`src/rtl/prog_counter_fetch.sv`:
```
// Program counter and fetch sequencer: turns LUT branch targets into
// absolute instruction addresses with bubble, stall, halt and overflow handling.
module prog_counter_fetch #(
  parameter int PC_W    = 10,
  parameter int TGT_W   = 8,
  parameter int BASE_P1 = 0,
  parameter int BASE_P2 = 256,
  parameter int BASE_P3 = 512
) (
  input  logic             clk,
  input  logic             rst_n,
  input  logic             start,
  input  logic [1:0]       prog_sel,
  input  logic             stall,
  input  logic             halt,
  input  logic             branch_en,
  input  logic             branch_taken,
  input  logic [TGT_W-1:0] branch_target,
  output logic [PC_W-1:0]  prog_ctr,
  output logic             fetch_valid,
  output logic             done,
  output logic             pc_overflow
);

  typedef enum logic [1:0] {
    IDLE,
    RUN,
    FLUSH,
    DONE
  } state_t;

  localparam logic [PC_W-1:0] B1 = PC_W'(BASE_P1);
  localparam logic [PC_W-1:0] B2 = PC_W'(BASE_P2);
  localparam logic [PC_W-1:0] B3 = PC_W'(BASE_P3);
  localparam logic [PC_W-1:0] PC_MAX = '1;

  state_t          state_q, state_d;
  logic [PC_W-1:0] pc_q, pc_d;
  logic [PC_W-1:0] base_q, base_d;
  logic            fv_q, fv_d;
  logic            done_q, done_d;
  logic            ovf_q, ovf_d;

  logic [PC_W-1:0] sel_base;
  logic [PC_W:0]   sum;
  logic            take;

  always_comb begin
    sel_base = '0;
    unique case (prog_sel)
      2'd1:    sel_base = B1;
      2'd2:    sel_base = B2;
      2'd3:    sel_base = B3;
      default: sel_base = '0;
    endcase
  end

  // Extra carry bit detects a target landing past the top of memory
  assign sum  = {1'b0, base_q}
              + {{(PC_W+1-TGT_W){1'b0}}, branch_target};
  assign take = branch_en && branch_taken;

  always_comb begin
    state_d = state_q;
    pc_d    = pc_q;
    base_d  = base_q;
    fv_d    = fv_q;
    done_d  = done_q;
    ovf_d   = ovf_q;
    unique case (state_q)
      IDLE, DONE: begin
        if (start && prog_sel != 2'd0) begin
          base_d  = sel_base;
          pc_d    = sel_base;
          done_d  = 1'b0;
          ovf_d   = 1'b0;
          fv_d    = 1'b1;
          state_d = RUN;
        end
      end
      RUN: begin
        if (!stall) begin
          if (halt) begin
            state_d = DONE;
            done_d  = 1'b1;
            fv_d    = 1'b0;
          end else if (take) begin
            if (sum[PC_W]) begin
              state_d = DONE;
              ovf_d   = 1'b1;
              done_d  = 1'b1;
              fv_d    = 1'b0;
            end else begin
              pc_d    = sum[PC_W-1:0];
              state_d = FLUSH;
              fv_d    = 1'b0;
            end
          end else if (pc_q == PC_MAX) begin
            state_d = DONE;
            ovf_d   = 1'b1;
            done_d  = 1'b1;
            fv_d    = 1'b0;
          end else begin
            pc_d = pc_q + 1'b1;
          end
        end
      end
      FLUSH: begin
        state_d = RUN;
        fv_d    = 1'b1;
      end
      default: begin
        state_d = IDLE;
        fv_d    = 1'b0;
      end
    endcase
  end

  always_ff @(posedge clk or negedge rst_n) begin
    if (!rst_n) begin
      state_q <= IDLE;
      pc_q    <= '0;
      base_q  <= '0;
      fv_q    <= 1'b0;
      done_q  <= 1'b0;
      ovf_q   <= 1'b0;
    end else begin
      state_q <= state_d;
      pc_q    <= pc_d;
      base_q  <= base_d;
      fv_q    <= fv_d;
      done_q  <= done_d;
      ovf_q   <= ovf_d;
    end
  end

  assign prog_ctr    = pc_q;
  assign fetch_valid = fv_q;
  assign done        = done_q;
  assign pc_overflow = ovf_q;

endmodule

```
`config.mk`:
```
export PLATFORM = sky130hd
export DESIGN_NAME = prog_counter_fetch
export DESIGN_NICKNAME = d
export VERILOG_FILES = /design/src/rtl/prog_counter_fetch.sv
export SDC_FILE = /design/constraint.sdc
export NUM_CORES = 1
export LEC_CHECK = 0
export CORE_MARGIN = 8
export CORE_UTILIZATION = 52
export DETAILED_ROUTE_END_ITERATION = 10
export PLACE_DENSITY = 0.81
export SYNTH_ARGS = -nofsm -noshare
export SYNTH_HDL_FRONTEND = slang
export SYNTH_SLANG_ARGS = --single-unit
export TNS_END_PERCENT = 30
```
`constraint.sdc`:
```
create_clock -name clk -period 3.27 [get_ports clk]
set_input_delay 0.654 -clock clk [delete_from_list [all_inputs] [get_ports clk]]
set_output_delay 0.654 -clock clk [all_outputs]
set_load 0.005 [all_outputs]
```
* Yosys cells after proc, flatten, opt, wreduce, memory -nomap -nowiden *
Cells that the tools add are included.

storage, ports and cells
  bits in registers = 25
  word-level logic and storage cells = 65
  output and inout bits = 13

cells by class
  mux-type cells = 31
  equality and inequality tests = 15
  $add $sub $neg = 2
  reduce and logical (&&, ||, !) cells = 11

operators with widths
  cell                     count
  $mux W10                 6
  $pmux W10 S2             2
  $mux W1                  14
  $ne A3 B3 Y1 const B     4
  $reduce_and A6 Y1        2
  $add A10 B8 Y11          1
  $add A10 B1 Y10 const B  1
  $eq A10 B10 Y1 const B   1
  $mux W2                  5
  $eq A2 B2 Y1 const B     4
  $ne A4 B4 Y1 const B     2
  $ne A2 B2 Y1 const B     3
  $pmux W2 S3              1
  $reduce_and A5 Y1        1
  $pmux W1 S2              2
  $reduce_bool A2 Y1       2
  $pmux W1 S3              1
  $reduce_and A3 Y1        1
  $eq A2 B1 Y1 const B     1
  $logic_and A1 B1 Y1      2
  $logic_not A2 Y1         1
  $reduce_and A2 Y1        1
  $reduce_or A2 Y1         1

* Depth between registers and ports, before layout *
Gate-level depths: netlist of the first run.

  depth in word-level cells = 6
  mapped depth = 7
  gate-level depth less buffers = 6

* Worst setup path after synthesis of the first run *
Ideal clock, no wire load.

  path kind = input-to-reg
  start = input port branch_en
  end = register pc_q[9] (netlist: prog_ctr[9])
  setup time = 140 ps
  stages = 6
  setup slack = 1317 ps
  required time = 3130 ps
  arrival time = 1812 ps
  buffers on the path = 2
  cells stage by stage = and2_4 buf_6 or4_4 buf_6 a21oi_4 o221ai_2

between the ends
  cells in the longest elaborated chain, start to end = 5
  elaborated cells between the ends (all ways) = 8

RTL lines
  what                     RTL line  source
  start, declared          16        input logic branch_en,
  $logic_and A1 B1 Y1 (*)  61        assign take = branch_en && branch_taken;
  $mux W10                 87        end else if (take) begin
  $mux W10                 83        if (halt) begin
  $mux W10                 82        if (!stall) begin
  $pmux W10 S2             70        unique case (state_q)
  end signal, assigned     129       pc_q <= pc_d;
  end, declared            38        logic [PC_W-1:0] pc_q, pc_d;

Mark *: on every way between the ends. The rest lies on a longest branch, timed or not. The select of a mux whose other input is x is not followed.
A chain may end at the register's enable or synchronous reset.

* Final worst setup path of the first run *
  start = input port prog_sel[1]
  end = register pc_q[3] (netlist: prog_ctr[3])

between the ends
  cells in the longest elaborated chain, start to end = 4

RTL lines
  what                                RTL line  source
  start, declared                     13        input logic [1:0] prog_sel,
  $reduce_bool A2 Y1                  72        if (start && prog_sel != 2'd0) begin
  $logic_and A1 B1 Y1                 72
  $ne A2 B2 Y1 (no source line)       -
  $reduce_and A6 Y1 (no source line)  -

No other way between the ends.

==> flow_metrics.py, run 1 <==
metrics = {
    "critical_path": {
        "path_cells": "clkdlybuf4s50_1 > o21ai_1 > a211oi_1 > nand2_2 > o221ai_1",
        "r2r_cells": 6,
        "cp_top_family": "compound AO/OA/AOI/OAI gates",
        "worstPathArrival_ns": 2.63,
        "r2r-start": "state_q[1]$_DFFE_PN0P_",
        "crit_fanout": 8,
        "startpoint_type": "input pin",
        "timing.rr.end": "prog_ctr[3]$_DFFE_PN0P_",
        "ff2ff_setup_slack_ns": 0.93,
        "cp.buffers_inverters": 1,
        "slowest_stage": "a211oi_1",
        "critPathKind": "input pin to flop",
        "required_ns": 3.49,
        "cpPeakStageDelay_ns": 0.78,
        "endpoint_kind": "flop",
    },
    "detailed_routing": {
        "num_vias": 1215,
        "antenna_left": 0,
        "avgRoutedWirePerCell_um": 18.24,
        "viasPerCell": 6.532,
        "wirelength_um": 3393,
        "first_pass_iters": 4,
        "drcViolationCount": 0,
        "drt_iter0_markers": 61,
    },
    "cells_and_area": {
        "stdcell_count": 186,
        "fillerInstances": 189,
        "diodes": 0,
        "nNetsFinal": 178,
        "area_growth_pct": 27.37,
        "drive_above_1_share_pct": 9.494,
    },
    "yosys": {
        "synth_ff_type": "dfrtp_1",
        "synth_edf_count": 0,
        "synth_most_common_cell": "dfrtp_1",
        "yosys_warnings": 0,
        "ys_seq_elements": 17,
        "synth_area_mm2": 0.001202,
        "yosysUniqueCellTypes": 45,
        "synth.top_cell.area_share_pct": 35.38,
        "synth.avg_cell_area_um2": 9.394,
        "synthTopCellsByCount": "dfrtp_1 (17), nand2_1 (11), nand3_1 (11)",
        "netlist_top_cells_area": "dfrtp_1 (35%), o221ai_1 (5.8%), nand3_1 (4.6%), o211ai_1 (4.4%), nand2_1 (3.4%)",
        "yosysSeqAreaShare_pct": 35.38,
        "synthCells": 128,
        "yosysTopAreaCell": "dfrtp_1",
        "synth_nets": 147,
        "async_reset_ff_share_pct": 100.0,
    },
    "sta": {
        "setup_tns_ns": 0,
        "hold_viol": 0,
        "finalClockSkew_ns": 0.001340,
        "report.final.slew_viol_count": 0,
        "rsz0062_at_grt": "false",
        "fin_crit_ns": 2.411,
        "fin_ws_ns": 0.8586,
        "setup_viol": 0,
        "timing.hold.ws_ns": 0.5189,
        "tightestPinTransition_ns": 0.8461,
        "fin_crit_sh_pct": 73.74,
        "relSlewSlack_pct": 43.25,
        "fmax_mhz": 414.7,
    },
    "cts": {
        "clock_latency_ns": 0.30,
        "cts_root_buf": "clkbuf_4",
        "cts.sinks": 17,
        "cts_resized": 0,
        "cts_tree": "yes",
        "cts.htree.levels": 1,
        "holdBufCountCts": 0,
        "cts_buffer_depth": 2,
        "clk_pin_slew_ns": 0.10,
        "cts_buffers": 3,
        "post_cts_buffers": 0,
    },
    "grt": {
        "grt_start_max_net_pins": 18,
        "grt_pass1_wl_um": 5802,
        "antenna_found_initial": 0,
        "grt_pass1_vias": 1214,
        "grt-ovfl-total": 0,
        "grtUsageTotal_pct": 16.92,
    },
    "die": {
        "die_y_um": 64.09,
        "start_util_pct": 54.88,
        "rows": 17,
        "fp.dieW_um": 64.09,
        "pin_count": 30,
        "core_area_mm2": 0.002191,
        "dieArea_mm2": 0.004107,
    },
    "power_and_ir_drop": {
        "power.density_mw_per_mm2": 817.8,
        "p_leak_nw": 0.5552,
        "ir_drop_v": 0.0007184,
    },
    "placed_design": {
        "preCtsSetupSlack_ns": 0.5974,
        "gp_congestion": 0.9555,
        "port_buffers": 29,
        "dp_cells": 182,
        "dp_hpwl_um": 2503,
    },
    "min_path": {
        "min_to": "pc_overflow$_DFFE_PN0P_",
        "min_path_cells": 2,
        "hold_start": "pc_overflow$_DFFE_PN0P_",
        "hp-class": "flop to flop",
    },
    "run": {
        "cap_violations": 0,
    },
    "status": {
        "status": "completed",
    },
}
cell usage in the layout, fill, tap and decap left out, drive strengths merged, types with 3 or more instances in the layout:
| cell | n |
|---|---|
| clkdlybuf4s50 | 29 |
| dfrtp | 17 |
| nand2 | 12 |
| nand3 | 12 |
| o221ai | 9 |
| inv | 8 |
| o211ai | 7 |
| o21ai | 5 |
| nor2 | 4 |
| a21oi | 4 |
| clkbuf | 4 |
| nand2b | 3 |
| o31ai | 3 |
| and3 | 3 |
| nor4 | 3 |
tightest hold or removal path, delay by kind of cell, from the launching register on:
family | cells | cell delay [ns]
and+or+nand+nor | 1 | 0.08
DFF | 1 | 0.36
AOI/OAI and AO/OA | 1 | 0.04
cell type report:
type | instances | area, µm² | share of cell area (%)
multi-input cells | 99 | 716.9 | 46.81
flip-flops and latches | 17 | 425.4 | 27.78
repair buffers | 30 | 297.8 | 19.44
well taps | 28 | 35.03 | 2.288
inverters | 8 | 30.03 | 1.961
clock buffers | 4 | 26.28 | 1.716
per-stage QoR:
stage               util [%]  area (µm²)  power (mW)
floorplan                  -        1202      0.8463
global placement       68.70        1505       1.100
detailed placement     68.70        1505       1.131
CTS                    69.90        1531       1.250
global route           69.90        1531       1.344
finish                 69.90        1531       1.252
state kept, by name (all words and copies together), names as in the netlist:
| register | count |
|---|---|
| state_q | 2 |
| pc_overflow | 1 |
| done | 1 |
| fetch_valid | 1 |
| prog_ctr | 10 |
| base_q | 2 |
worst max-delay path by stage:
stage / cells past startpoint / startpoint / slack, ns / end
global route: 6 / state_q[1]$_DFFE_PN0P_ / 0.76 / prog_ctr[4]$_DFFE_PN0P_
floorplan: 6 / branch_en / 1.32 / prog_ctr[9]$_DFFE_PN0P_
global placement: 5 / prog_sel[1] / 0.75 / prog_ctr[5]$_DFFE_PN0P_
finish: 5 / prog_sel[1] / 0.86 / prog_ctr[3]$_DFFE_PN0P_
CTS: 5 / prog_sel[1] / 0.92 / prog_ctr[3]$_DFFE_PN0P_
detailed placement: 5 / prog_sel[1] / 0.60 / prog_ctr[3]$_DFFE_PN0P_
per-layer routing:
layer / up-vias / track usage, % / routed length (µm)
met2: 66 / 27.73 / 1643
met5: - / 0 / 0
li1: 574 / - / -
met4: 0 / 7.242 / 41
met1: 570 / 20.97 / 1419
met3: 5 / 3.484 / 288
power breakdown:
part,total (mW),leakage [nW],internal (mW),switching (mW)
clock network,0.118,0.0150,0.0476,0.0701
registers,0.422,0.221,0.303,0.119
logic,0.713,0.320,0.342,0.371
logic make-up (layout without fill, tap and decap cells):
| family | after synthesis | count (layout) | share of synthesized area, % |
|---|---|---|---|
| AO/OA/AOI/OAI | 48 | 48 | 32.36 |
| AND/OR/NAND/NOR | 46 | 46 | 22.58 |
| adder cells (fa/ha/maj) | 2 | 2 | 2.081 |
| flip-flops | 17 | 17 | 35.38 |
| multiplexers | 3 | 3 | 2.601 |
| buffers and inverters | 12 | 42 | 4.995 |
(Power assumes the default switching activity.)
==> run 2: changes to the inputs <==
Settings changed: CORE_UTILIZATION 52 to 44, PLACE_DENSITY 0.81 to 0.73.
Clock period 3.27 ns to 2 ns, I/O delays scaled along.
==> run 2 against run 1 <==
Net effect: register-to-register slack worse by 0.82 ns; non-clock buffer count is 20 higher; worst hold slack got worse by 0.11 ns; die area rose by 14%; combinational power grew 96%; clock power increased by 68%; final cell count increased by 12%; total power up 80%; setup slack got worse by 0.74 ns; core utilization fell by 7.0 points; critical path type is now flop to flop; largest cell class unchanged.
==> flow_metrics.py, run 2 (same netlist as run 1, synthesis figures left out) <==
metrics = {
    "sta": {
        "relSlewSlack_pct": 68.69,
        "hold_viol": 0,
        "report.final.slew_viol_count": 0,
        "fin_crit_ns": 1.885,
        "fin_crit_sh_pct": 94.25,
        "tightestPinTransition_ns": 0.4676,
        "rsz0062_at_grt": "false",
        "setup_viol": 0,
        "timing.hold.ws_ns": 0.4055,
        "fmax_mhz": 530.5,
        "finalClockSkew_ns": 0.006105,
    },
    "die": {
        "die_y_um": 68.28,
        "fp.dieW_um": 68.28,
        "dieArea_mm2": 0.004661,
        "pin_count": 30,
        "core_area_mm2": 0.002686,
        "start_util_pct": 44.76,
        "rows": 19,
    },
    "cts": {
        "cts.sinks": 17,
        "cts_buffer_depth": 2,
        "cts_buffers": 3,
        "cts.htree.levels": 1,
        "clock_latency_ns": 0.30,
        "cts_root_buf": "clkbuf_4",
        "cts_tree": "yes",
        "clk_pin_slew_ns": 0.11,
        "holdBufCountCts": 0,
    },
    "cells_and_area": {
        "largest_reg_flops": 10,
        "utilization_pct": 62.88,
        "final_common_cell": "clkdlybuf4s50_1",
        "final_cell_mix": "clkdlybuf4s50_1 (29), buf_4 (21), dfrtp_1 (17)",
        "nNetsFinal": 198,
        "area_growth_pct": 40.48,
        "drive_above_1_share_pct": 20.79,
        "diodes": 0,
    },
    "critical_path": {
        "cpPeakStageDelay_ns": 0.66,
        "critPathKind": "flop to flop",
        "crit_cells": 5,
        "r2r_cells": 5,
        "r2r-start": "prog_ctr[0]$_DFFE_PN0P_",
        "startpoint_type": "flop",
        "path_cells": "ha_1 > nand3_4 > or4_4 > a21oi_4 > o221ai_2",
        "worstPathArrival_ns": 2.06,
        "crit_fanout": 9,
        "timing.rr.end": "prog_ctr[9]$_DFFE_PN0P_",
        "endpoint_kind": "flop",
        "ff2ff_setup_slack_ns": 0.11,
        "slowest_stage": "or4_4",
        "cp.buffers_inverters": 0,
        "cp_top_family": "simple AND/OR/NAND/NOR gates",
        "required_ns": 2.18,
    },
    "grt": {
        "grt_pass1_wl_um": 5906,
        "grt_pass1_vias": 1322,
        "grt-ovfl-total": 0,
        "grtUsageTotal_pct": 16.44,
        "grt_start_max_net_pins": 18,
        "antenna_found_initial": 0,
    },
    "detailed_routing": {
        "antenna_left": 0,
        "first_pass_iters": 5,
        "avgRoutedWirePerCell_um": 16.84,
        "routed-wl-met2_um": 1695,
        "drt_iter0_markers": 95,
        "wirelength_um": 3519,
        "drcViolationCount": 0,
        "wl_met1_um": 1516,
        "viasPerCell": 6.177,
        "num_vias": 1291,
        "highest_layer": "met4",
        "met3_wirelength_um": 236,
    },
    "placed_design": {
        "dp_hpwl_um": 2723,
        "gp_congestion": 0.8372,
        "port_buffers": 29,
    },
    "power_and_ir_drop": {
        "p_leak_nw": 0.6559,
        "ir_drop_v": 0.001158,
        "power.density_mw_per_mm2": 1334,
    },
    "min_path": {
        "hp-class": "input pin to async pin",
    },
    "status": {
        "status": "completed",
    },
    "run": {
        "cap_violations": 0,
    },
}
[run 2: cell types whose count changed in the layout (fill, tap and decap cells not counted), sizes merged]
cell / change
clkinv: +1
buf: +20
clkbuf: -1
[run 2: what timing repair did]
item                                    4_1_cts  5_1_grt
resized for setup                             0        1
setup buffers                                 0        1
endpoints found under the setup margin        0        7
[run 2: report_power, final]
part | total, mW | internal (mW) | switching, mW
combinational | 1.40 | 0.730 | 0.666
sequential | 0.660 | 0.495 | 0.164
clock | 0.198 | 0.0747 | 0.123
[run 2: per-stage QoR]
step | power (mW) | instances | TNS (ns) | setup WS, ns | instance area (µm²)
finish | 2.254 | 209 | 0 | 0.1150 | 1689
global route | 2.452 | 209 | 0 | 0.008491 | 1689
CTS | 2.228 | 208 | 0 | 0.08041 | 1679
detailed placement | 2.025 | 204 | -0.2990 | -0.05789 | 1652
global placement | 1.981 | 204 | -0.02527 | -0.01391 | 1652
floorplan | 1.384 | 128 | 0 | 0.1015 | 1202
[run 2: worst register-to-register path: stages (launching register included)]
cell,delay (ns)
dfrtp_1,0.37
ha_1,0.24
nand3_4,0.16
or4_4,0.66
a21oi_4,0.22
o221ai_2,0.12
[run 2: cell type report]
| class | count | area, µm² |
|---|---|---|
| repair buffers | 50 | 447.9 |
| multi-input cells | 99 | 719.4 |
| clock buffers | 3 | 22.52 |
| flip-flops and latches | 17 | 425.4 |
| clock inverters | 1 | 5.005 |
| inverters | 8 | 30.03 |
| well taps | 31 | 38.79 |
| fillers | 224 | 997.2 |
[run 2: layer usage]
| layer | GRT usage [%] | vias up |
|---|---|---|
| li1 | - | 620 |
| met1 | 18.41 | 614 |
| met2 | 29.31 | 48 |
| met3 | 3.928 | 9 |
| met4 | 6.394 | 0 |
| met5 | 0 | - |
[run 2: worst max-delay path by stage]
stage	from	end	slack, ns
final	prog_ctr[0]$_DFFE_PN0P_	prog_ctr[9]$_DFFE_PN0P_	0.11
after global routing	state_q[1]$_DFFE_PN0P_	fetch_valid$_DFFE_PN0P_	0.008
after CTS	state_q[0]$_DFFE_PN0P_	prog_ctr[5]$_DFFE_PN0P_	0.08
after detailed placement	prog_sel[1]	prog_ctr[2]$_DFFE_PN0P_	-0.06
after global placement	prog_sel[1]	prog_ctr[0]$_DFFE_PN0P_	-0.01
after floorplan	prog_ctr[0]$_DFFE_PN0P_	prog_ctr[9]$_DFFE_PN0P_	0.10
